[src/rtl/sd_block_arbiter.sv]
// Four-way round-robin arbiter sharing one SD block host among floppy/hdd requesters.
// Optional ISSUE-state watchdog is built when SD_ARB_TIMEOUT_EN is defined.
module sd_block_arbiter #(
    parameter int unsigned TIMEOUT_CYCLES = 1048576
) (
    input  logic         clk_sys,
    input  logic         reset,
    input  logic [3:0]   req_rd,
    input  logic [3:0]   req_wr,
    input  logic [127:0] req_lba,
    input  logic [31:0]  req_buff_din,
    output logic [3:0]   req_ack,
    output logic [3:0]   req_done,
    output logic [3:0]   req_err,
    output logic         sd_rd,
    output logic         sd_wr,
    output logic [31:0]  sd_lba,
    input  logic         sd_ack,
    output logic [7:0]   sd_buff_din,
    output logic [3:0]   grant,
    output logic         hdd_wait
);

    localparam logic [1:0] IDLE  = 2'd0;
    localparam logic [1:0] ISSUE = 2'd1;
    localparam logic [1:0] XFER  = 2'd2;
    localparam logic [1:0] DONE  = 2'd3;

    logic [1:0]  state, state_nxt;
    logic [3:0]  grant_nxt;
    logic [3:0]  req_done_nxt;
    logic [31:0] sd_lba_nxt;
    logic        sd_rd_nxt, sd_wr_nxt;
    logic [1:0]  owner, owner_nxt;
    logic [1:0]  last_owner, last_owner_nxt;
    logic        ack_q;
    logic        ack_rise, ack_fall;
    logic [3:0]  req_any;
    logic        sel_found;
    logic [1:0]  sel_idx;
    logic [1:0]  cand;

`ifdef SD_ARB_TIMEOUT_EN
    localparam int unsigned CNT_W = (TIMEOUT_CYCLES > 1) ? $clog2(TIMEOUT_CYCLES) : 1;
    logic [CNT_W-1:0] wd_cnt, wd_cnt_nxt;
    logic [3:0]       req_err_nxt;
`else
    assign req_err = 4'(0 * TIMEOUT_CYCLES);
`endif

    assign ack_rise = sd_ack & ~ack_q;
    assign ack_fall = ~sd_ack & ack_q;
    assign req_any  = req_rd | req_wr;
    assign hdd_wait = grant[1] | grant[3] | req_any[1] | req_any[3];
    assign req_ack  = grant & {4{sd_ack}};

    // Write-data mux follows the current grant; zero with no owner.
    always_comb begin
        sd_buff_din = 8'h00;
        for (int i = 0; i < 4; i++) begin
            if (grant[i]) sd_buff_din = sd_buff_din | req_buff_din[8*i +: 8];
        end
    end

    // Round-robin search starting just after the last owner.
    always_comb begin
        sel_found = 1'b0;
        sel_idx   = 2'd0;
        cand      = 2'd0;
        for (int i = 1; i <= 4; i++) begin
            cand = 2'(last_owner + 2'(i));
            if (!sel_found && req_any[cand]) begin
                sel_found = 1'b1;
                sel_idx   = cand;
            end
        end
    end

    always_comb begin
        state_nxt      = state;
        grant_nxt      = grant;
        req_done_nxt   = 4'b0000;
        sd_lba_nxt     = sd_lba;
        sd_rd_nxt      = sd_rd;
        sd_wr_nxt      = sd_wr;
        owner_nxt      = owner;
        last_owner_nxt = last_owner;
`ifdef SD_ARB_TIMEOUT_EN
        req_err_nxt    = 4'b0000;
        wd_cnt_nxt     = '0;
`endif
        case (state)
            IDLE: begin
                if (sel_found) begin
                    state_nxt  = ISSUE;
                    owner_nxt  = sel_idx;
                    grant_nxt  = 4'(4'b0001 << sel_idx);
                    sd_lba_nxt = req_lba[32*sel_idx +: 32];
                    // Read wins when both are pending; the write waits for a later grant.
                    sd_rd_nxt  = req_rd[sel_idx];
                    sd_wr_nxt  = ~req_rd[sel_idx];
                end
            end
            ISSUE: begin
                if (ack_rise) begin
                    state_nxt = XFER;
                    sd_rd_nxt = 1'b0;
                    sd_wr_nxt = 1'b0;
                end
`ifdef SD_ARB_TIMEOUT_EN
                else if (wd_cnt == CNT_W'(TIMEOUT_CYCLES - 1)) begin
                    state_nxt      = IDLE;
                    sd_rd_nxt      = 1'b0;
                    sd_wr_nxt      = 1'b0;
                    grant_nxt      = 4'b0000;
                    req_err_nxt    = grant;
                    last_owner_nxt = owner;
                end else begin
                    wd_cnt_nxt = CNT_W'(wd_cnt + 1'b1);
                end
`endif
            end
            XFER: begin
                if (ack_fall) begin
                    state_nxt    = DONE;
                    req_done_nxt = grant;
                    grant_nxt    = 4'b0000;
                end
            end
            default: begin
                state_nxt      = IDLE;
                grant_nxt      = 4'b0000;
                last_owner_nxt = owner;
            end
        endcase
    end

    always_ff @(posedge clk_sys or posedge reset) begin
        if (reset) begin
            state      <= IDLE;
            grant      <= 4'b0000;
            req_done   <= 4'b0000;
            sd_lba     <= 32'h0;
            sd_rd      <= 1'b0;
            sd_wr      <= 1'b0;
            owner      <= 2'd0;
            last_owner <= 2'd3;
            ack_q      <= 1'b0;
        end else begin
            state      <= state_nxt;
            grant      <= grant_nxt;
            req_done   <= req_done_nxt;
            sd_lba     <= sd_lba_nxt;
            sd_rd      <= sd_rd_nxt;
            sd_wr      <= sd_wr_nxt;
            owner      <= owner_nxt;
            last_owner <= last_owner_nxt;
            ack_q      <= sd_ack;
        end
    end

`ifdef SD_ARB_TIMEOUT_EN
    always_ff @(posedge clk_sys or posedge reset) begin
        if (reset) begin
            wd_cnt  <= '0;
            req_err <= 4'b0000;
        end else begin
            wd_cnt  <= wd_cnt_nxt;
            req_err <= req_err_nxt;
        end
    end
`endif

endmodule

[config.mk]
export PLATFORM = sky130hd
export DESIGN_NAME = sd_block_arbiter
export DESIGN_NICKNAME = d
export VERILOG_FILES = /design/src/rtl/sd_block_arbiter.sv
export SDC_FILE = /design/constraint.sdc
export NUM_CORES = 1
export LEC_CHECK = 0
export ABC_CLOCK_PERIOD_IN_PS = 2150
export CORE_ASPECT_RATIO = 0.6
export CORE_MARGIN = 2
export CORE_UTILIZATION = 33
export DETAILED_ROUTE_END_ITERATION = 6
export PLACE_DENSITY_LB_ADDON = 0.2
export SYNTH_ARGS = -nofsm -noshare
export SYNTH_HDL_FRONTEND = slang
export SYNTH_SLANG_ARGS = --single-unit
[constraint.sdc]
create_clock -name clk_sys -period 2.15 [get_ports clk_sys]
set_clock_uncertainty 0.05 [all_clocks]
set_input_delay 0.43 -clock clk_sys [delete_from_list [all_inputs] [get_ports clk_sys]]
set_output_delay 0.43 -clock clk_sys [all_outputs]
set_load 0.005 [all_outputs]
==> metrics.log, run 1 <==
INFO  metric status = finished clean
INFO  metric synthDistinctLibCells = between 40 and 50
INFO  metric diodes = 0
INFO  metric slew_violations = 0
INFO  metric power.ir.vdd_worst = between 0.0005 and 0.0006 V
INFO  metric die_x = ~130 um
INFO  metric endpoint_kind = output pin
INFO  metric post_route_cells_drive_above_1_share = around a fifth
INFO  metric io_buffer_count = between 200 and 250
INFO  metric min_from = sd_lba[8]
INFO  metric cp_max_fo = 2
INFO  metric coreArea = about 0.0099 mm2
INFO  metric grt_first_pass_wirelength = 17,070 um
INFO  metric req_time_crit_path = between 1.5 and 2 ns
INFO  metric floorplan.die_area = 0.01106 mm2
INFO  metric num_rows = 28
INFO  metric cts.path.max_buffers = 2
INFO  metric max_cap_viol_count = 0
INFO  metric synth_flop_cell = sky130_fd_sc_hd__dfrtp_1
INFO  metric r2r-start = last_owner[1]
INFO  metric synth_top_area_share = 34.91%
INFO  metric yosys.area.top_type = sky130_fd_sc_hd__dfrtp_1
INFO  metric tns = 0 ns
INFO  metric largest_net_degree_at_the_start_of_global_routing = 50
INFO  metric hpwl = between 9000 and 10,000 um
INFO  metric die_y = just over 80 um
INFO  metric first_pass_iters = 4
INFO  metric antenna_found_initial = 0
INFO  metric clock-root-buffer = sky130_fd_sc_hd__clkbuf_16
INFO  metric average_wire_per_cell_in_the_routed_design = around 17 um
INFO  metric cts_num_sinks = slightly below 50
INFO  metric grt_usage = 19.29%
INFO  metric gp_congestion = slightly above 0.8
INFO  metric final-hold-violation-count = 0
INFO  metric vias_in_the_first_global_route = 3,360
INFO  metric drt_iter0_drc = 112
INFO  metric tritoncts.num_buffers = 5
INFO  metric yosys_register_bits = 49
INFO  metric average_vias_per_placed_instance = 4.933
INFO  metric power-per-cell-area = about 1200 mW/mm2
INFO  metric cp-start-kind = input port
INFO  metric max_freq = 0.4727 GHz
INFO  metric synth_area_leaders = sky130_fd_sc_hd__dfrtp_1 35%, sky130_fd_sc_hd__mux2i_1 19%, sky130_fd_sc_hd__o221ai_2 13%
INFO  metric tritoncts = yes
INFO  metric cts.hold.buffers_added = 0
INFO  metric synth-async-reset-ratio = 100.0%
INFO  metric area_delta_synth_final = 88.08%
INFO  metric htreeDepth = 2
INFO  metric rsz0062_at_grt = true
INFO  metric seq_area_frac_synth = ~36%
INFO  metric per_instance_average_area_after_synthesis = ~11 um2
INFO  metric number_of_synthesized_flops_with_an_enable_pin = 0
INFO  metric dr_total_vias = about 3,500
INFO  metric synthesis.area = about 0.0034 mm2
INFO  metric timing.final.crit_period = between 2 and 2.5 ns
INFO  metric holdCritPathClass = flop to flop
INFO  metric min_period_over_period = a little over nine tenths
INFO  metric timing.critical_path.arrival = roughly 1.6 ns
INFO  metric insertion_delay = between 0.2 and 0.3 ns
INFO  metric drtAntennaViolNets = 0
INFO  metric drc = 0
INFO  metric initial_cell_density_of_the_core = 34.11%
INFO  metric clk_transition_reported_paths = 0.06 ns
INFO  metric share_of_the_core_filled_with_cells_in_the_final_layout = between 60% and 70%
INFO  metric gr_ovfl_total = 0
INFO  metric critPathLaunch = req_wr[3]
INFO  metric setup.worst_path.class = input port to output pin
INFO  metric final_net_count = around 740
INFO  metric power.leakage = about 2.7 nW
INFO  metric synth_warnings = 0
INFO  metric syn_inst = just over 300
INFO  metric timing.final.setup_violations = 0
INFO  metric routed_wl = approximately 12,000 um
INFO  metric io-pin-count = 230
==> synthesized netlist by cell type (4+ instances only) <==
library cell               count
sky130_fd_sc_hd__a22oi_1      16
sky130_fd_sc_hd__and2_1        8
sky130_fd_sc_hd__buf_2        12
sky130_fd_sc_hd__buf_4         8
sky130_fd_sc_hd__clkbuf_1      4
sky130_fd_sc_hd__dfrtp_1      47
sky130_fd_sc_hd__ha_1          4
sky130_fd_sc_hd__inv_1         7
sky130_fd_sc_hd__mux2_2        5
sky130_fd_sc_hd__mux2i_1      64
sky130_fd_sc_hd__nand2_1      48
sky130_fd_sc_hd__nor2_1        6
sky130_fd_sc_hd__o21ai_0       4
sky130_fd_sc_hd__o221ai_2     30
==> cell families after synthesis <==
logic type | synth area share (%)
simple gates | 12.89
mux | 20.68
compound gates | 22.32
flops | 36.46
buf+inv | 5.793
fa+ha+maj | 1.485
other cells | 0.1113
xor+xnor | 0.2600
==> through the flow <==
stage | setup WS [ns] | cells | power (mW) | hold slack [ns] | instance area (um2)
2_1_floorplan | 0.1159 | 314 | 4.341 | 0.3909 | 3381
3_3_place_gp | -0.5550 | 687 | 6.554 | 0.4122 | 6061
3_5_place_dp | -0.5565 | 687 | 6.685 | 0.4157 | 6061
4_1_cts | 0.004253 | 696 | 7.505 | 0.4413 | 6221
5_1_grt | -0.03579 | 701 | 8.302 | 0.4544 | 6337
6_report | 0.03460 | 701 | 7.778 | 0.4370 | 6337
==> cell type report <==
cell class / instances / area, um2
Clock buffer: 7 / 142.6
Fill cell: 804 / 3542
Sequential cell: 49 / 1234
Tap cell: 135 / 168.9
Multi-Input combinational cell: 231 / 2028
Timing Repair Buffer: 272 / 2738
Inverter: 7 / 26.28
==> worst paths after layout <==
check / end / slack, ns / cells past startpoint
max in group asynchronous: last_owner[0] / 1.29 / 3
worst max-delay path: hdd_wait / 0.03 / 4
worst max register to register: sd_lba[16] / 0.06 / 7
min in group asynchronous: sd_lba[4] / 0.47 / 3
worst min register to register: sd_lba[8] / 0.44 / 2
worst min-delay path: sd_lba[8] / 0.44 / 2
==> critical path: stages <==
cell                            delay, ns
sky130_fd_sc_hd__dlygate4sd2_1       0.24
sky130_fd_sc_hd__or4_4               0.45
sky130_fd_sc_hd__or3_1               0.38
sky130_fd_sc_hd__buf_2               0.14
==> metal layers <==
metal  wire length (um)  vias to the layer above  track usage [%]
li1                   -                     1683                -
met1               5504                     1659            25.67
met2               5596                      114            33.06
met3                746                        2            5.250
met4                 17                        0            1.579
met5                  0                        -                0
==> power by group <==
part           switching, mW  leakage (nW)  internal, mW
clock                  0.317        0.0700         0.457
sequential             0.342         0.606          1.37
combinational           2.25          1.98          3.04
total                   2.91          2.66          4.87
==> sequential cells by signal, indices dropped and copies added (netlist names) <==
register and count:
ack_q 1, grant 4, last_owner 2, owner 2, req_done 4, sd_lba 32
sd_rd 1, sd_wr 1, state 2
==> layout by cell type (no fill, tap or decap), types with 2 or more instances in the layout <==
cell                              count
sky130_fd_sc_hd__and2_1               8
sky130_fd_sc_hd__clkdlybuf4s50_1    219
sky130_fd_sc_hd__o221ai_1             2
sky130_fd_sc_hd__nand3_2              2
sky130_fd_sc_hd__mux2_2               5
sky130_fd_sc_hd__nand3_1              2
sky130_fd_sc_hd__o211ai_1             2
sky130_fd_sc_hd__mux2i_1             52
sky130_fd_sc_hd__o21ai_1              2
sky130_fd_sc_hd__mux2i_2             11
sky130_fd_sc_hd__clkbuf_2             3
sky130_fd_sc_hd__a21oi_1              2
sky130_fd_sc_hd__or3_1                2
sky130_fd_sc_hd__clkbuf_16            7
sky130_fd_sc_hd__ha_1                 4
sky130_fd_sc_hd__dfstp_2              2
sky130_fd_sc_hd__nor2_1               6
sky130_fd_sc_hd__dfrtp_2              4
sky130_fd_sc_hd__nor4_1               2
sky130_fd_sc_hd__o21ai_0              3
sky130_fd_sc_hd__buf_4               35
sky130_fd_sc_hd__a32o_1               3
sky130_fd_sc_hd__a22oi_1             16
sky130_fd_sc_hd__dfrtp_1             43
sky130_fd_sc_hd__conb_1               4
sky130_fd_sc_hd__inv_1                6
sky130_fd_sc_hd__nand2b_1             3
sky130_fd_sc_hd__nand2_1             47
sky130_fd_sc_hd__buf_12               9
sky130_fd_sc_hd__o221ai_2            30
==> what timing repair did <==
item | CTS | global route
resized for setup | 14 | 20
pin swaps | 2 | 3
cloned | 0 | 3
endpoints found under the setup margin | 35 | 42
buffers inserted | 2 | 2
Power figures use the tool's default switching activity.
==> run 2, diff against run 1 <==
--- a/config.mk
+++ b/config.mk
@@ -6,9 +6,12 @@
 export NUM_CORES = 1
 export LEC_CHECK = 0
 export ABC_CLOCK_PERIOD_IN_PS = 2150
+export CAP_MARGIN = 25
+export CELL_PAD_IN_SITES_DETAIL_PLACEMENT = 0
+export CELL_PAD_IN_SITES_GLOBAL_PLACEMENT = 1
 export CORE_ASPECT_RATIO = 0.6
 export CORE_MARGIN = 2
-export CORE_UTILIZATION = 33
+export CORE_UTILIZATION = 23
 export DETAILED_ROUTE_END_ITERATION = 6
 export PLACE_DENSITY_LB_ADDON = 0.2
 export SYNTH_ARGS = -nofsm -noshare
==> metrics.log, run 2 (same netlist as run 1, synthesis figures left out) <==
INFO  metric status = finished clean
INFO  metric registers.top_by_ff_count = sd_lba
INFO  metric largest_register_ff_count = 32 (unchanged)
INFO  metric htreeDepth = 2 (unchanged)
INFO  metric die_x = 160.3 um (+19%)
INFO  metric setup.worst_path.class = input port to output pin
INFO  metric die_y = 97.76 um (+19%)
INFO  metric floorplan.die_area = 0.01567 mm2 (+42%)
INFO  metric final_net_count = 741 (unchanged)
INFO  metric min_period_over_period = 98.52% (+0.13 points)
INFO  metric timing.final.crit_period = 2.118 ns (+0.002725 ns)
INFO  metric post_route_cells_drive_above_1_share = 23.81% (+2.6 points)
INFO  metric sw_frac_of_total = 38.18% (+0.75 points)
INFO  metric grt_first_pass_wirelength = 19,710 um (+15%)
INFO  metric mostFrequentLayoutCells = 217 x sky130_fd_sc_hd__clkdlybuf4s50_1, 48 x sky130_fd_sc_hd__nand2_1, 44 x sky130_fd_sc_hd__dfrtp_1
INFO  metric tritoncts = yes
INFO  metric antenna_found_initial = 0 (unchanged)
INFO  metric hpwl = 9878 um (+8.1%)
INFO  metric cts_num_sinks = 49 (unchanged)
INFO  metric coreArea = 0.01442 mm2 (+46%)
INFO  metric num_rows = 34 (+21%)
INFO  metric place_worst_setup_slack = -0.5926 ns (-0.03607 ns)
INFO  metric timing.reg2reg.worst_path_depth = 7 (unchanged)
INFO  metric power_frac_comb = 69.5% (+1.4 points)
INFO  metric area_delta_synth_final = 96.32%
INFO  metric average_vias_per_placed_instance = 4.537 (-8.0%)
INFO  metric p_seq_share = 20.8% (-1.2 points)
INFO  metric worstMarginPinSlew = approximately 0.52 ns
INFO  metric req_time_crit_path = 1.67 ns (about the same)
INFO  metric timing.final.setup_violations = 0 (unchanged)
INFO  metric timing.critical_path.arrival = 1.64 ns (about the same)
INFO  metric holdCritPathClass = flop to flop
INFO  metric gr_ovfl_total = 0 (unchanged)
INFO  metric r2r-start = last_owner[1]
INFO  metric netSwitchingPower = 3.150 mW (+8.2%)
INFO  metric timing.slew.headroom = 65.31%
INFO  metric timing.reg2reg.setup_slack = 0.11 ns (+0.05 ns)
INFO  metric grt_usage = 15.90% (-3.4 points)
INFO  metric most_common_cell_after_layout_fill_and_taps_aside = sky130_fd_sc_hd__clkdlybuf4s50_1
INFO  metric min_from = sd_lba[6]
INFO  metric io_buffer_count = 225 (unchanged)
INFO  metric rsz0062_at_grt = false
INFO  metric setup_ws = 0.03187 ns (-0.002725 ns)
INFO  metric cp-start-kind = input port
INFO  metric diodes = 0 (unchanged)
INFO  metric cp_max_fo = 2 (unchanged)
INFO  metric power.ir.vdd_worst = 0.0005629 V (-0.41%)
INFO  metric drt_iter0_drc = 89 (-21%)
INFO  metric drc = 0 (unchanged)
INFO  metric power.leakage = 2.705 nW (+1.9%)
INFO  metric power.clock.fraction = 9.7% (-0.3 points)
INFO  metric largest_registers = sd_lba (32), grant (4), req_done (4)
INFO  metric power-per-cell-area = 1247 mW/mm2 (+1.6%)
INFO  metric initial_cell_density_of_the_core = 23.36% (-11 points)
INFO  metric first_pass_iters = 4 (unchanged)
INFO  metric timing.rr.end = sd_wr
INFO  metric average_wire_per_cell_in_the_routed_design = 18.21 um (+7.6%)
INFO  metric max_cap_viol_count = 0 (unchanged)
INFO  metric min_to = sd_lba[6]
INFO  metric power.internal = 5.100 mW (+4.8%)
INFO  metric io-pin-count = 230 (unchanged)
INFO  metric final-hold-violation-count = 0 (unchanged)
INFO  metric largest_net_degree_at_the_start_of_global_routing = 33 (-34%)
INFO  metric cts.path.max_buffers = 2 (unchanged)
INFO  metric share_of_the_core_filled_with_cells_in_the_final_layout = 45.87% (-18 points)
INFO  metric dr_total_vias = 3,471 (+0.38%)
INFO  metric slew_violations = 0 (unchanged)
INFO  metric endpoint_kind = output pin
INFO  metric clock-root-buffer = sky130_fd_sc_hd__clkbuf_16
INFO  metric worst_hold_path.num_cells = 2 (unchanged)
INFO  metric insertion_delay = 0.28 ns (about the same)
INFO  metric tritoncts.num_buffers = 5 (unchanged)
INFO  metric gp_congestion = 0.7632 (-7.0%)
INFO  metric routed_wl = 13,930 um (+17%)
INFO  metric drtAntennaViolNets = 0 (unchanged)
INFO  metric clk_transition_reported_paths = 0.07 ns (about the same)
INFO  metric vias_in_the_first_global_route = 3,539 (+5.3%)
INFO  metric max_freq = 0.4721 GHz (-0.13%)
-- run 2: cell types whose count changed in the layout (fill, tap and decap cells not counted), moves of 3 or more --
cell | before | now
sky130_fd_sc_hd__clkbuf_16 | 7 | 11
sky130_fd_sc_hd__mux2i_4 | 1 | 4
sky130_fd_sc_hd__buf_2 | 1 | 4
sky130_fd_sc_hd__clkbuf_2 | 3 | 0
sky130_fd_sc_hd__buf_4 | 35 | 29
sky130_fd_sc_hd__mux2i_2 | 11 | 23
sky130_fd_sc_hd__mux2i_1 | 52 | 37
-- run 2: power groups by stage --
stage	Sequential, mW	Clock [mW]	Combinational, mW
finish	1.72	0.803	5.73
global route	1.78	0.873	6.15
CTS	1.72	0.833	5.07
detailed placement	1.73	0	4.88
global placement	1.71	0	4.80
floorplan	1.61	0	2.73
-- run 2: layout make-up --
cell class | count | area (um2)
fillers | 1329 | 7806
inverters | 7 | 26.28
clock buffers | 8 | 146.4
well taps | 198 | 247.7
repair buffers | 272 | 2845
multi-input cells | 231 | 2117
flip-flops and latches | 49 | 1232
-- run 2: metal layers --
layer / track usage, % / routed length, um / share of wire (%) / up-vias
met5: 0 / 0 / 0 / -
met4: 1.040 / 0 / 0 / 0
met3: 4.630 / 829 / 5.9 / 0
met2: 25.07 / 6047 / 43 / 109
met1: 22.67 / 7055 / 51 / 1669
li1: - / - / - / 1693
-- run 2: stage by stage --
step	instance area (um2)	setup TNS [ns]	power, mW	hold WS [ns]	cells
floorplan	3381	0	4.341	0.3909	314
global placement	6090	-14.38	6.515	0.4095	745
detailed placement	6090	-14.86	6.605	0.4223	745
CTS	6271	0	7.625	0.4395	756
global route	6615	0	8.805	0.4680	765
finish	6615	0	8.250	0.4374	765
-- run 2: critical path, stage by stage --
cell and delay, ns:
sky130_fd_sc_hd__buf_2 0.10, sky130_fd_sc_hd__or4_4 0.56, sky130_fd_sc_hd__or3_4 0.40, sky130_fd_sc_hd__buf_2 0.14
-- run 2: timing repair --
action	CTS	global route
pin swaps	3	2
endpoints found under the setup margin	41	39
hold buffers	0	0
gates cloned	1	8
gates resized for setup	23	41
buffers inserted	2	1
-- run 2: worst max path at each step --
stage                     slack, ns     startpoint  depth (start not counted)        to
after global routing          0.003      req_rd[1]                          4  hdd_wait
after CTS                      0.02      req_rd[1]                          4  hdd_wait
after detailed placement      -0.59      req_wr[3]                          4  hdd_wait
after floorplan                0.12  last_owner[1]                          8     sd_wr
final                          0.03      req_rd[1]                          4  hdd_wait
after global placement        -0.58      req_wr[3]                          4  hdd_wait
==> run 3, diff against run 2 <==
--- a/config.mk
+++ b/config.mk
@@ -5,7 +5,7 @@
 export SDC_FILE = /design/constraint.sdc
 export NUM_CORES = 1
 export LEC_CHECK = 0
-export ABC_CLOCK_PERIOD_IN_PS = 2150
+export ABC_CLOCK_PERIOD_IN_PS = 1930
 export CAP_MARGIN = 25
 export CELL_PAD_IN_SITES_DETAIL_PLACEMENT = 0
 export CELL_PAD_IN_SITES_GLOBAL_PLACEMENT = 1
==> constraint.sdc (replaced) <==
create_clock -name clk_sys -period 1.93 [get_ports clk_sys]
set_clock_uncertainty 0.05 [all_clocks]
set_input_delay 0.386 -clock clk_sys [delete_from_list [all_inputs] [get_ports clk_sys]]
set_output_delay 0.386 -clock clk_sys [all_outputs]
set_load 0.005 [all_outputs]
==> metrics.log, run 3 (same netlist as run 1, synthesis figures left out) <==
INFO  metric min_period_over_period = 106.0%
INFO  metric average_vias_per_placed_instance = 4.608 (+1.6%)
INFO  metric grt_first_pass_wirelength = 20,890 um (+6.0%)
INFO  metric drtAntennaViolNets = 0 (unchanged)
INFO  metric htreeDepth = 2 (unchanged)
INFO  metric registers.top_by_ff_count = sd_lba
INFO  metric largest_net_degree_at_the_start_of_global_routing = 50 (+52%)
INFO  metric fillers = 1,250 (-5.9%)
INFO  metric final_net_count = 765 (+3.2%)
INFO  metric holdCritPathClass = input port to asynchronous set/reset pin
INFO  metric timing.rr.end = sd_lba[12]
INFO  metric gp_congestion = 0.7920 (+3.8%)
INFO  metric diodes = 0 (unchanged)
INFO  metric clock-root-buffer = sky130_fd_sc_hd__clkbuf_16
INFO  metric antenna_found_initial = 0 (unchanged)
INFO  metric r2r-start = last_owner[1]
INFO  metric post_route_cells_drive_above_1_share = 33.33% (+9.5 points)
INFO  metric violations_in_the_final_reports = setup timing
INFO  metric most_common_cell_after_layout_fill_and_taps_aside = sky130_fd_sc_hd__clkdlybuf4s50_1
INFO  metric timing.reg2reg.setup_slack = -0.12 ns (-0.23 ns)
INFO  metric timing.final.setup_violations = 34 (+34)
INFO  metric grt_usage = 17.06% (+1.2 points)
INFO  metric floorplan.die_area = 0.01567 mm2 (unchanged)
INFO  metric coreArea = 0.01442 mm2 (unchanged)
INFO  metric largest_register_ff_count = 32 (unchanged)
INFO  metric total_power = 10.72 mW (+30%)
INFO  metric tritoncts.num_buffers = 5 (unchanged)
INFO  metric gr_ovfl_total = 0 (unchanged)
INFO  metric timing.final.crit_period = ~2 ns
INFO  metric power-per-cell-area = 1460 mW/mm2 (+17%)
INFO  metric hpwl = 9759 um (-1.2%)
INFO  metric mostFrequentLayoutCells = 208 x sky130_fd_sc_hd__clkdlybuf4s50_1, 48 x sky130_fd_sc_hd__nand2_1, 44 x sky130_fd_sc_hd__dfrtp_1
INFO  metric final.hold.worst_slack = 0.4153 ns (-0.02217 ns)
INFO  metric status = finished, violations left
INFO  metric power.leakage = 2.907 nW (+7.5%)
INFO  metric insertion_delay = 0.29 ns (about the same)
INFO  metric dr_total_vias = 3,636 (+4.8%)
INFO  metric routed_wl = 14,790 um (+6.2%)
INFO  metric die_y = 97.76 um (unchanged)
INFO  metric setup_ws = -0.1162 ns (-0.1480 ns)
INFO  metric drc = 0 (unchanged)
INFO  metric cts.path.max_buffers = 2 (unchanged)
INFO  metric first_pass_iters = 4 (unchanged)
INFO  metric cp_max_fo = 8 (+6)
INFO  metric req_time_crit_path = 2.04 ns (+0.37 ns)
INFO  metric drt_iter0_drc = 184 (+110%)
INFO  metric io_buffer_count = 225 (unchanged)
INFO  metric layout.area.seq = 0.001232 mm2 (unchanged)
INFO  metric timing.critical_path.arrival = 2.16 ns (+0.52 ns)
INFO  metric power.ir.vdd_worst = 0.0006420 V (+14%)
INFO  metric cts_num_sinks = 49 (unchanged)
INFO  metric max_freq = approximately 0.5 GHz
INFO  metric clk_transition_reported_paths = 0.07 ns (about the same)
INFO  metric final-hold-violation-count = 0 (unchanged)
INFO  metric average_wire_per_cell_in_the_routed_design = 18.75 um (+2.9%)
INFO  metric area_delta_synth_final = 117.9%
INFO  metric largest_registers = sd_lba (32), grant (4), req_done (4)
INFO  metric total_area_of_multi_input_combinational_cells = 0.002550 mm2 (+20%)
INFO  metric max_cap_viol_count = 0 (unchanged)
INFO  metric initial_cell_density_of_the_core = 23.36% (unchanged)
INFO  metric timing.reg2reg.worst_path_depth = 8 (+1)
INFO  metric slew_violations = 0 (unchanged)
INFO  metric setup.worst_path.class = flop to flop
INFO  metric vias_in_the_first_global_route = 3,700 (+4.5%)
INFO  metric die_x = 160.3 um (unchanged)
INFO  metric rsz0062_at_grt = true
INFO  metric cp-start-kind = flop
INFO  metric tritoncts = yes
INFO  metric io-pin-count = 230 (unchanged)
INFO  metric num_rows = 34 (unchanged)
INFO  metric endpoint_kind = flop
==> run 3: cell count changes in the layout (fill, tap and decap cells not counted), sizes merged <==
cell,delta
dlygate4sd2,+11
clkinvlp,+1
clkinv,+2
clkdlybuf4s15,-1
clkdlybuf4s50,-9
dlymetal6s2s,-2
buf,+26
clkbuf,-4
==> run 3: worst max-delay path by stage <==
stage	end	slack (ns)	start	depth (start not counted)
6_report	sd_lba[12]	-0.12	last_owner[1]	8
5_1_grt	sd_lba[21]	-0.18	last_owner[1]	8
4_1_cts	sd_lba[7]	-0.11	last_owner[1]	8
3_5_place_dp	hdd_wait	-0.79	req_wr[3]	4
3_3_place_gp	hdd_wait	-0.78	req_wr[3]	4
2_1_floorplan	sd_lba[0]	-0.04	last_owner[1]	8
==> run 3: layout make-up <==
| class | instances | share of cell area, % |
|---|---|---|
| clock buffer | 5 | 1.704 |
| clock inverter | 3 | 0.2386 |
| inverter | 7 | 0.3579 |
| multi-input combinational | 231 | 34.74 |
| sequential | 49 | 16.79 |
| tap | 198 | 3.375 |
| timing repair buffer | 296 | 42.80 |
==> run 3: metrics by stage <==
step / TNS, ns / area, um2 / worst slack, ns / utilization, % / std cells
finish: -2.282 / 7341 / -0.1162 / 50.90 / 789
global placement: -22.98 / 6112 / -0.7778 / 42.38 / 748
global route: -4.945 / 7341 / -0.1770 / 50.90 / 789
detailed placement: -24.58 / 6112 / -0.7909 / 42.38 / 748
CTS: -2.391 / 6714 / -0.1090 / 46.56 / 774
floorplan: -1.172 / 3387 / -0.03988 / - / 314
==> run 3: critical path, cell delays in order (launching register included) <==
cell	delay [ns]
sky130_fd_sc_hd__dfstp_2	0.56
sky130_fd_sc_hd__o21ai_2	0.06
sky130_fd_sc_hd__or2_1	0.24
sky130_fd_sc_hd__a31oi_4	0.18
sky130_fd_sc_hd__buf_12	0.19
sky130_fd_sc_hd__buf_12	0.13
sky130_fd_sc_hd__buf_16	0.14
sky130_fd_sc_hd__mux2i_2	0.24
sky130_fd_sc_hd__o221ai_2	0.12
==> run 3: timing repair <==
action / in CTS / in global routing
hold buffers: 0 / 0
cloned: 6 / 8
setup buffers: 12 / 8
pin swaps: 19 / 8
gates resized for setup: 83 / 78
endpoints found under the setup margin: 56 / 44
==> run 3: power breakdown <==
group,internal (mW),switching (mW),leakage (nW),total [mW]
Sequential,1.52,0.310,0.608,1.83
Combinational,4.64,3.37,2.23,8.02
Clock,0.476,0.396,0.0696,0.872
Total,6.64,4.08,2.91,10.7
==> run 3: layer usage <==
| metal | part of all wire [%] | up-vias | GRT usage (%) |
|---|---|---|---|
| li1 | - | 1740 | - |
| met1 | 50 | 1762 | 24.42 |
| met2 | 43 | 126 | 26.87 |
| met3 | 6.3 | 8 | 4.078 |
| met4 | 0.61 | 0 | 2.356 |
| met5 | 0 | - | 0 |
